**config.mk**
```make
export PLATFORM = sky130hd
export DESIGN_NAME = stk_mem_init
export DESIGN_NICKNAME = d
export VERILOG_FILES = /design/src/rtl/stk_pkg.sv /design/src/rtl/stk_mem_init_bank_sel.sv /design/src/rtl/stk_mem_init.sv
export SDC_FILE = /design/constraint.sdc
export NUM_CORES = 1
export LEC_CHECK = 0
export CAP_MARGIN = 20
export CORE_MARGIN = 10
export CORE_UTILIZATION = 38
export CTS_BUF_LIST = sky130_fd_sc_hd__clkbuf_16
export CTS_CLUSTER_SIZE = 40
export DETAILED_ROUTE_END_ITERATION = 12
export GPL_TIMING_DRIVEN = 0
export HOLD_SLACK_MARGIN = 0.1
export PLACE_DENSITY = 0.66
export SLEW_MARGIN = 15
export SYNTH_ARGS = -nofsm -noshare
export SYNTH_HDL_FRONTEND = slang
export SYNTH_SLANG_ARGS = --single-unit
export TNS_END_PERCENT = 5
```
**constraint.sdc**
```tcl
create_clock -name clk -period 5.25 [get_ports clk]
set_clock_uncertainty 0.2 [all_clocks]
set_input_delay 1.575 -clock clk [delete_from_list [all_inputs] [get_ports clk]]
set_output_delay 1.575 -clock clk [all_outputs]
set_load 0.1 [all_outputs]
```
**src/rtl/stk_pkg.sv**
```systemverilog
// Shared types and default geometry for the stack pipeline.
// Holds the memory-initialiser pattern modes and FSM state encoding.
package stk_pkg;

  localparam int C_BANKS_N      = 4;
  localparam int C_BANK_LINES_N = 16;
  localparam int C_DATA_W       = 128;

  typedef enum logic [1:0] {
    MODE_ZERO     = 2'd0,
    MODE_FILL     = 2'd1,
    MODE_ADDR     = 2'd2,
    MODE_INV_ADDR = 2'd3
  } init_mode_t;

  typedef enum logic [2:0] {
    IDLE = 3'b001,
    BUSY = 3'b010,
    DONE = 3'b100
  } init_state_t;

endpackage

```
**src/rtl/stk_mem_init_bank_sel.sv**
```systemverilog
// Combinational bank picker: lowest set mask bit, and the next set bit
// strictly above the current bank (with a flag saying one exists).
module stk_mem_init_bank_sel
  import stk_pkg::*;
#(
  parameter int BANKS_N = 4,
  parameter int BANK_W  = 2
) (
  input  logic [BANKS_N-1:0] mask,
  input  logic [BANK_W-1:0]  cur,
  output logic [BANK_W-1:0]  first_bank,
  output logic [BANK_W-1:0]  next_bank,
  output logic               has_next
);

  // Descending scan so the lowest qualifying index is the last one written.
  always_comb begin
    first_bank = '0;
    next_bank  = '0;
    has_next   = 1'b0;
    for (int i = BANKS_N - 1; i >= 0; i--) begin
      if (mask[i]) begin
        first_bank = BANK_W'(i);
        if (i > int'(cur)) begin
          next_bank = BANK_W'(i);
          has_next  = 1'b1;
        end else begin
          has_next = has_next;
        end
      end else begin
        first_bank = first_bank;
      end
    end
  end

endmodule

```
**src/rtl/stk_mem_init.sv**
```systemverilog
// Memory-initialisation engine: walks lines lo..hi across the selected banks
// (bank-major, ascending) and emits pattern writes over a valid/ready port.
module stk_mem_init
  import stk_pkg::*;
#(
  parameter int BANKS_N = C_BANKS_N,
  parameter int LINES_N = C_BANK_LINES_N,
  parameter int DATA_W  = C_DATA_W,
  parameter int ADDR_W  = $clog2(LINES_N),
  parameter int BANK_W  = (BANKS_N > 1) ? $clog2(BANKS_N) : 1
) (
  input  logic               clk,
  input  logic               rst,
  input  logic               i_start,
  input  logic               i_abort,
  input  logic [ADDR_W-1:0]  i_lo,
  input  logic [ADDR_W-1:0]  i_hi,
  input  init_mode_t         i_mode,
  input  logic [DATA_W-1:0]  i_fill,
  input  logic [BANKS_N-1:0] i_bank_mask,
  output logic               o_init_wen_r,
  input  logic               i_init_wrdy,
  output logic [BANK_W-1:0]  o_init_bank_r,
  output logic [ADDR_W-1:0]  o_init_waddr_r,
  output logic [DATA_W-1:0]  o_init_wdata_r,
  output logic               o_busy_r,
  output logic               o_done_r
);

  init_state_t        state_r, state_s;
  logic [ADDR_W-1:0]  lo_r, lo_s, hi_r, hi_s, addr_r, addr_s;
  logic [BANK_W-1:0]  bank_r, bank_s;
  logic [BANKS_N-1:0] mask_r, mask_s, sel_mask_s;
  logic [DATA_W-1:0]  fill_r, fill_s;
  init_mode_t         mode_r, mode_s;
  logic [BANK_W-1:0]  first_bank_s, next_bank_s;
  logic               has_next_s;

  function automatic logic [DATA_W-1:0] pattern(input init_mode_t mode,
                                                input logic [DATA_W-1:0] fill,
                                                input logic [BANK_W-1:0] bank,
                                                input logic [ADDR_W-1:0] addr);
    logic [DATA_W-1:0] ba;
    logic [DATA_W-1:0] res;
    ba = '0;
    ba[BANK_W+ADDR_W-1:0] = {bank, addr};
    case (mode)
      MODE_ZERO:     res = '0;
      MODE_FILL:     res = fill;
      MODE_ADDR:     res = ba;
      MODE_INV_ADDR: res = ~ba;
      default:       res = '0;
    endcase
    return res;
  endfunction

  // In IDLE the picker sees the incoming mask so the first bank is ready at start.
  assign sel_mask_s = (state_r == IDLE) ? i_bank_mask : mask_r;

  stk_mem_init_bank_sel #(
    .BANKS_N (BANKS_N),
    .BANK_W  (BANK_W)
  ) u_bank_sel (
    .mask       (sel_mask_s),
    .cur        (bank_r),
    .first_bank (first_bank_s),
    .next_bank  (next_bank_s),
    .has_next   (has_next_s)
  );

  // Next-state, job latch and bank/addr advance.
  always_comb begin
    state_s = state_r;
    lo_s    = lo_r;
    hi_s    = hi_r;
    mode_s  = mode_r;
    fill_s  = fill_r;
    mask_s  = mask_r;
    bank_s  = bank_r;
    addr_s  = addr_r;
    case (state_r)
      IDLE: begin
        if (i_start) begin
          lo_s   = i_lo;
          hi_s   = i_hi;
          mode_s = i_mode;
          fill_s = i_fill;
          mask_s = i_bank_mask;
          if ((i_bank_mask == '0) || (i_lo > i_hi)) begin
            state_s = DONE;
          end else begin
            state_s = BUSY;
            bank_s  = first_bank_s;
            addr_s  = i_lo;
          end
        end else begin
          state_s = IDLE;
        end
      end
      BUSY: begin
        if (i_abort) begin
          state_s = IDLE;
        end else if (o_init_wen_r && i_init_wrdy) begin
          if (addr_r != hi_r) begin
            addr_s = addr_r + ADDR_W'(1);
          end else if (has_next_s) begin
            bank_s = next_bank_s;
            addr_s = lo_r;
          end else begin
            state_s = DONE;
          end
        end else begin
          state_s = BUSY;
        end
      end
      DONE:    state_s = IDLE;
      default: state_s = IDLE;
    endcase
  end

  // State, job fields and counters.
  always_ff @(posedge clk) begin
    if (rst) begin
      state_r <= IDLE;
      lo_r    <= '0;
      hi_r    <= '0;
      mode_r  <= MODE_ZERO;
      fill_r  <= '0;
      mask_r  <= '0;
      bank_r  <= '0;
      addr_r  <= '0;
    end else begin
      state_r <= state_s;
      lo_r    <= lo_s;
      hi_r    <= hi_s;
      mode_r  <= mode_s;
      fill_r  <= fill_s;
      mask_r  <= mask_s;
      bank_r  <= bank_s;
      addr_r  <= addr_s;
    end
  end

  // Outputs are registered from the next state so they line up with the counters.
  always_ff @(posedge clk) begin
    if (rst) begin
      o_init_wen_r   <= 1'b0;
      o_busy_r       <= 1'b0;
      o_done_r       <= 1'b0;
      o_init_bank_r  <= '0;
      o_init_waddr_r <= '0;
      o_init_wdata_r <= '0;
    end else begin
      o_init_wen_r <= (state_s == BUSY);
      o_busy_r     <= (state_s == BUSY);
      o_done_r     <= (state_s == DONE);
      if (state_s == BUSY) begin
        o_init_bank_r  <= bank_s;
        o_init_waddr_r <= addr_s;
        o_init_wdata_r <= pattern(mode_s, fill_s, bank_s, addr_s);
      end else begin
        o_init_bank_r  <= '0;
        o_init_waddr_r <= '0;
        o_init_wdata_r <= '0;
      end
    end
  end

endmodule

```
Yosys cells after proc, flatten, opt, wreduce, memory -nomap -nowiden --
Index checks and enable logic that the tools add are counted.
Storage, ports and cells: memories kept 0, bits in writable memories 0, bits in registers 287, output and inout bits 137, latch bits 0, input port bits 147, memory bits (read-only) 0
Cells by class: divide/modulo/power cells 0, equal/unequal tests 8, add/subtract/negate cells 1, shift operators 0, bitwise operators 2, reduce and logical (&&, ||, !) cells 6, magnitude comparators 4, multipliers 0, muxes and demuxes 43
Operator list (number):
- 128-bit case mux with 4 select lines | 1
- 128-bit 2-to-1 mux | 2
- 6-bit NOT with 128-bit output | 1
- 2-bit 2-to-1 mux | 18
- 4-bit 2-to-1 mux | 7
- 3-bit 2-to-1 mux | 6
- 4-bit case mux with 2 select lines | 1
- 3-bit by 2-bit == test with 1-bit output, second input constant | 2
- 1-bit 2-to-1 mux | 6
- 3-bit case mux with 2 select lines | 1
- 4-bit by 1-bit adder with 4-bit output, second input constant | 1
- 2-bit == test, second input constant | 2
- 2-bit greater-than comparator, first input constant | 2
- 4-bit greater-than comparator | 1
- 4-bit zero test | 1
- 4-bit != test | 1
- 2-bit case mux with 2 select lines | 1
- 3-bit by 1-bit == test with 1-bit output, second input constant | 1
- 3-bit == test, second input constant | 1
- 2-bit by 1-bit == test with 1-bit output, second input constant | 1
- 1-bit by 2-bit greater-than comparator with 1-bit output, first input constant | 1
- 2-bit zero test | 1
- 2-bit AND reduction | 1
- 2-bit OR reduction | 1
- 3 further kinds | 3

Logic depth before layout (Yosys ltp) --
depth in word-level cells 15, mapped depth 12

By module --
A second synthesis with hierarchy kept.
Unflattened totals: cells, all modules 929, area, all modules 9982.1 um^2
By module, submodules not included:
- stk_mem_init | times used 1, area an instance 9887.0 um^2, cells an instance 915
- stk_mem_init_bank_sel | times used 1, area an instance 95.1 um^2, cells an instance 14

Worst setup path after synthesis --
No wires, ideal clock.
path type in2reg, from in i_hi[2], to reg o_init_wdata_r[48], buffers on the path 3, cell stages on the path 12, arrival 3.472 ns, data required time 4.984 ns, slack 1.512 ns, cell sequence inv_1 ha_1 a21oi_1 o221ai_1 a21oi_2 a21oi_1 o21a_1 or2_1 clkbuf_1 buf_6 buf_6 a21oi_2
Between the ends: word-level cells in the longest chain between the ends 8
Ends and longest elaborated chain:
- start, declared | RTL line stk_mem_init.sv:17 | input logic [ADDR_W-1:0] i_hi,
- 4-bit greater-than comparator | RTL line stk_mem_init.sv:89 | if ((i_bank_mask == '0) || (i_lo > i_hi)) begin
- 1-bit logical OR | RTL line stk_mem_init.sv:89
- 3-bit 2-to-1 mux | RTL line stk_mem_init.sv:89
- 3-bit 2-to-1 mux | RTL line stk_mem_init.sv:83 | if (i_start) begin
- 3-bit case mux with 2 select lines | RTL line stk_mem_init.sv:81 | case (state_r)
- 3-bit by 2-bit == test with 1-bit output | RTL line stk_mem_init.sv:157 | if (state_s == BUSY) begin
- 1-bit NOT (no line)
- 2-bit OR reduction (no line)
- end signal, assigned | RTL line stk_mem_init.sv:160 | o_init_wdata_r <= pattern(mode_s, fill_s, bank_s, addr_s);
- end, declared | RTL line stk_mem_init.sv:25 | output logic [DATA_W-1:0] o_init_wdata_r,
No other way between the ends. A chain may end at the register's enable or synchronous reset.

Worst setup path in the final report --
from in i_start, to reg o_init_wdata_r[67]
Between the ends: word-level cells in the longest chain between the ends 5, elaborated cells on any way between the ends 14, classes of those cells eq/ne (4); mux (7); bitwise (1); reduce/logical (2)
Ends and longest elaborated chain:
- start, declared | RTL line stk_mem_init.sv:14 | input logic i_start,
- 3-bit 2-to-1 mux | RTL line stk_mem_init.sv:83
- 3-bit case mux with 2 select lines | RTL line stk_mem_init.sv:81
- 3-bit by 2-bit == test with 1-bit output | RTL line stk_mem_init.sv:157
- 1-bit NOT (no line)
- 2-bit OR reduction (no line)
Several ways; a longest one is shown, not always the timed one.

==> metrics.md <==
| Metric | Value |
|---|---|
| P per Cell Area | 371.1 mW/mm2 |
| Placed cell area | 0.01293 mm2 |
| Non-filler cells, final | 1,588 |
| Initial Util | 38.51% |
| Antenna violations before repair | 2 |
| Worst-margin pin slew | 1.064 ns |
| CTS Root Cell | clkbuf_16 |
| Maximum number of pins on one net before global-route repair | 15 |
| Cells after Synth | 920 |
| Avg WL per Cell | 17.66 um |
| Drt total wl | 28,040 um |
| Post-synth EDFFs | 0 |
| Max_cap viols | 0 |
| Synth top area share | 59.05% |
| CTS Buf Count | 30 |
| Reg2Reg Depth | 6 |
| Die W | 179.7 um |
| Hold crit path type | reg -> reg |
| DP HPWL | 20,370 um |
| Hold path depth | 2 |
| Outcome | finished clean |
| Startpoint Class | input pin |
| Die height | 179.7 um |
| Most frequent cell on the critical path | clkbuf_1 |
| Worst setup margin | 0.8895 ns |
| Maximum clock rate | 229.3 MHz |
| Synth area leaders | dfxtp_1 (59%), mux2i_1 (14%), nor2_1 (6.2%) |
| Critical path start-end classification | in -> reg |
| Hold-fix buffers, CTS | 0 |
| CTS tree | built |
| Latest clock arrival within the worst-skew pair | 0.55 ns |
| Flop-to-flop setup slack | 2.05 ns |
| Post-synth top cells | dfxtp_1 (286), nor2_1 (160), mux2i_1 (138), a21oi_1 (115), nand2_1 (43) |
| Mapped Area | 0.009697 mm2 |
| Setup repair bufs after CTS | 0 |
| Mapped Nets | 1,072 |
| RSZ-0062 raised after global routing | false |
| Ports | 284 |
| First-pass GRT wire length | 43,810 um |
| Ys flop type | dfxtp_1 |
| # diodes | 0 |
| Post-layout net count | 1,386 |
| Cells along the critical path | clkdlybuf4s50_1 -> and4bb_2 -> buf_2 -> mux2i_1 -> clkbuf_1 -> clkbuf_1 -> a21oi_1 |
| Leak Pwr | 5.454 nW |
| GRT overflow | 0 |
| Fillers | 2,248 |
| # setup viols final | 0 |
| Top-count cell post-synth | dfxtp_1 |
| Hold Fails Final Rpt | 0 |
| R2R Path Start | state_r[2] |
| Setup slack at placement | 0.2091 ns |
| Post-CTS resize count | 0 |
| Clk slew on worst S/H paths | 0.06 ns |
| # clock sinks | 286 |
| Iteration-0 DRC Markers | 409 |
| GP Congestion | 0.8036 |
| PortBufs | 282 |
| DRT antenna net count | 0 |
| Post-Layout Inst Area | 0.01388 mm2 |
| Worst Hold Launch | lo_r[3] |
| Pins Over Slew Limit | 0 |
| Die area | 0.03231 mm2 |
| Longest Clk Path Bufs | 3 |
| Fin crit share | 83.06% |
| Critical path buffer and inverter count | 4 |
| Setup_tns | 0 ns |
| Vias | 7,517 |
| Unique cell type count in the Yosys netlist | 52 |
| Area leader, netlist | dfxtp_1 |
| TritonRoute pass-1 iters | 7 |
| Row cnt | 58 |
| Vias per inst | 4.734 |
| Register bit total from synthesis | 286 |
| Post-synthesis sequential area ratio | 59.05% |
| Critical path's top delay family | buffers and inverters |
| Async SR Flop Fraction | 0% |
| CP Capture Type | register |
| Worst vdd ir | 0.2728 mV |
| Placed insts | 1,532 |
| Hold path endpoint | lo_r[3] |
| Worst endpoint required time | 5.45 ns |
| Crit path DAT | 4.56 ns |
| Overall Power | 5.149 mW |
| Rel. slew slack | 28.84% |
| Maximum fanout along the worst path | 10 |
| Min cycle time layout | 4.360 ns |
| Residual DRC | 0 |
| Core area | 0.02518 mm2 |
| Crit-path max cell delay | 0.66 ns |
| H-tree depth | 1 |
| Post-Syn Area per Cell | 10.54 um2 |
| Area Overhead vs Synth | 43.11% |
| Worst path slowest cell | clkbuf_1 |
| Number of global-route vias before repair | 7,663 |
| Fraction of layout cells with a size suffix above 1 | 8.108% |
| Total Routing Usage GR | 16.52% |
| Synth Warn # | 0 |
| R2R Path End | o_init_wdata_r[67] |
-- per-layer routing --
| metal | track usage, % | up-vias | part of all wire [%] |
|---|---|---|---|
| met5 | 0 | - | 0.086 |
| met4 | 3.506 | 4 | 1.3 |
| met3 | 7.751 | 30 | 11 |
| met2 | 26.71 | 264 | 45 |
| met1 | 19.61 | 3471 | 42 |
| li1 | - | 3748 | - |
-- report_power, final --
part | internal, mW | switching [mW]
registers | 2.28 | 0.0374
logic | 0.310 | 0.511
clock network | 1.16 | 0.848
-- layout make-up --
class	instances	area, um2	area share (%)
Inverter	10	37.54	0.2705
Buffer	68	334.1	2.407
Tap cell	330	412.9	2.975
Timing Repair Buffer	282	2823	20.34
Clock inverter	25	168.9	1.217
Multi-Input combinational cell	556	3600	25.94
Sequential cell	286	5725	41.26
Clock buffer	31	775.7	5.590
-- worst max-delay path by stage --
stage	slack [ns]	depth (start not counted)	to	from
final	0.89	7	o_init_wdata_r[67]	i_start
after global routing	0.64	7	o_init_wdata_r[55]	i_start
after CTS	0.77	7	o_init_wdata_r[53]	i_start
after detailed placement	0.21	7	o_init_wdata_r[57]	i_start
after global placement	0.18	7	o_init_wdata_r[50]	i_start
after floorplan	1.51	12	o_init_wdata_r[48]	i_hi[2]
-- flip-flops by register name, summed over array words and instances (netlist names) --
register,count
fill_r,128
o_init_wdata_r,128
addr_r,4
hi_r,4
lo_r,4
o_init_waddr_r,4
mask_r,3
state_r,3
bank_r,2
mode_r,2
o_init_bank_r,2
o_busy_r,1
o_done_r,1
-- worst register-to-register path: cells and delay by family (launching register included) --
kind | cells | cell delay, ns
buffers and inverters | 3 | 1.55
muxes | 1 | 0.51
AOI/OAI and AO/OA | 1 | 0.15
and+or+nand+nor | 1 | 0.29
DFF | 1 | 0.35
-- layout by cell type, fill, tap and decap left out, drive strengths merged, types with 4 or more instances in the layout --
| cell type | n |
|---|---|
| xor2 | 4 |
| o21ai | 4 |
| mux2i | 138 |
| clkinv | 14 |
| nand2 | 43 |
| dfxtp | 286 |
| mux2 | 5 |
| nor2 | 160 |
| clkdlybuf4s50 | 282 |
| ha | 5 |
| inv | 17 |
| a21oi | 146 |
| buf | 30 |
| clkbuf | 69 |
-- cell families (layout without fill, tap and decap cells) --
logic type / Yosys count / after routing / share of synthesized area [%]
AOI/OAI and AO/OA: 172 / 172 / 10.99
xor gates and xnor gates: 5 / 5 / 0.4516
adders and majority gates: 5 / 5 / 0.6452
buffers and inverters: 78 / 416 / 3.832
DFF: 286 / 286 / 59.05
muxes: 143 / 143 / 14.83
and+or+nand+nor: 231 / 231 / 10.21
-- through the flow --
step	hold slack, ns	util [%]
after floorplan	0.2330	-
after global placement	0.2425	51.36
after detailed placement	0.2511	51.36
after CTS	0.2600	55.11
after global routing	0.2898	55.11
final	0.2646	55.11
Note: power is estimated with default switching activity, not from simulation.
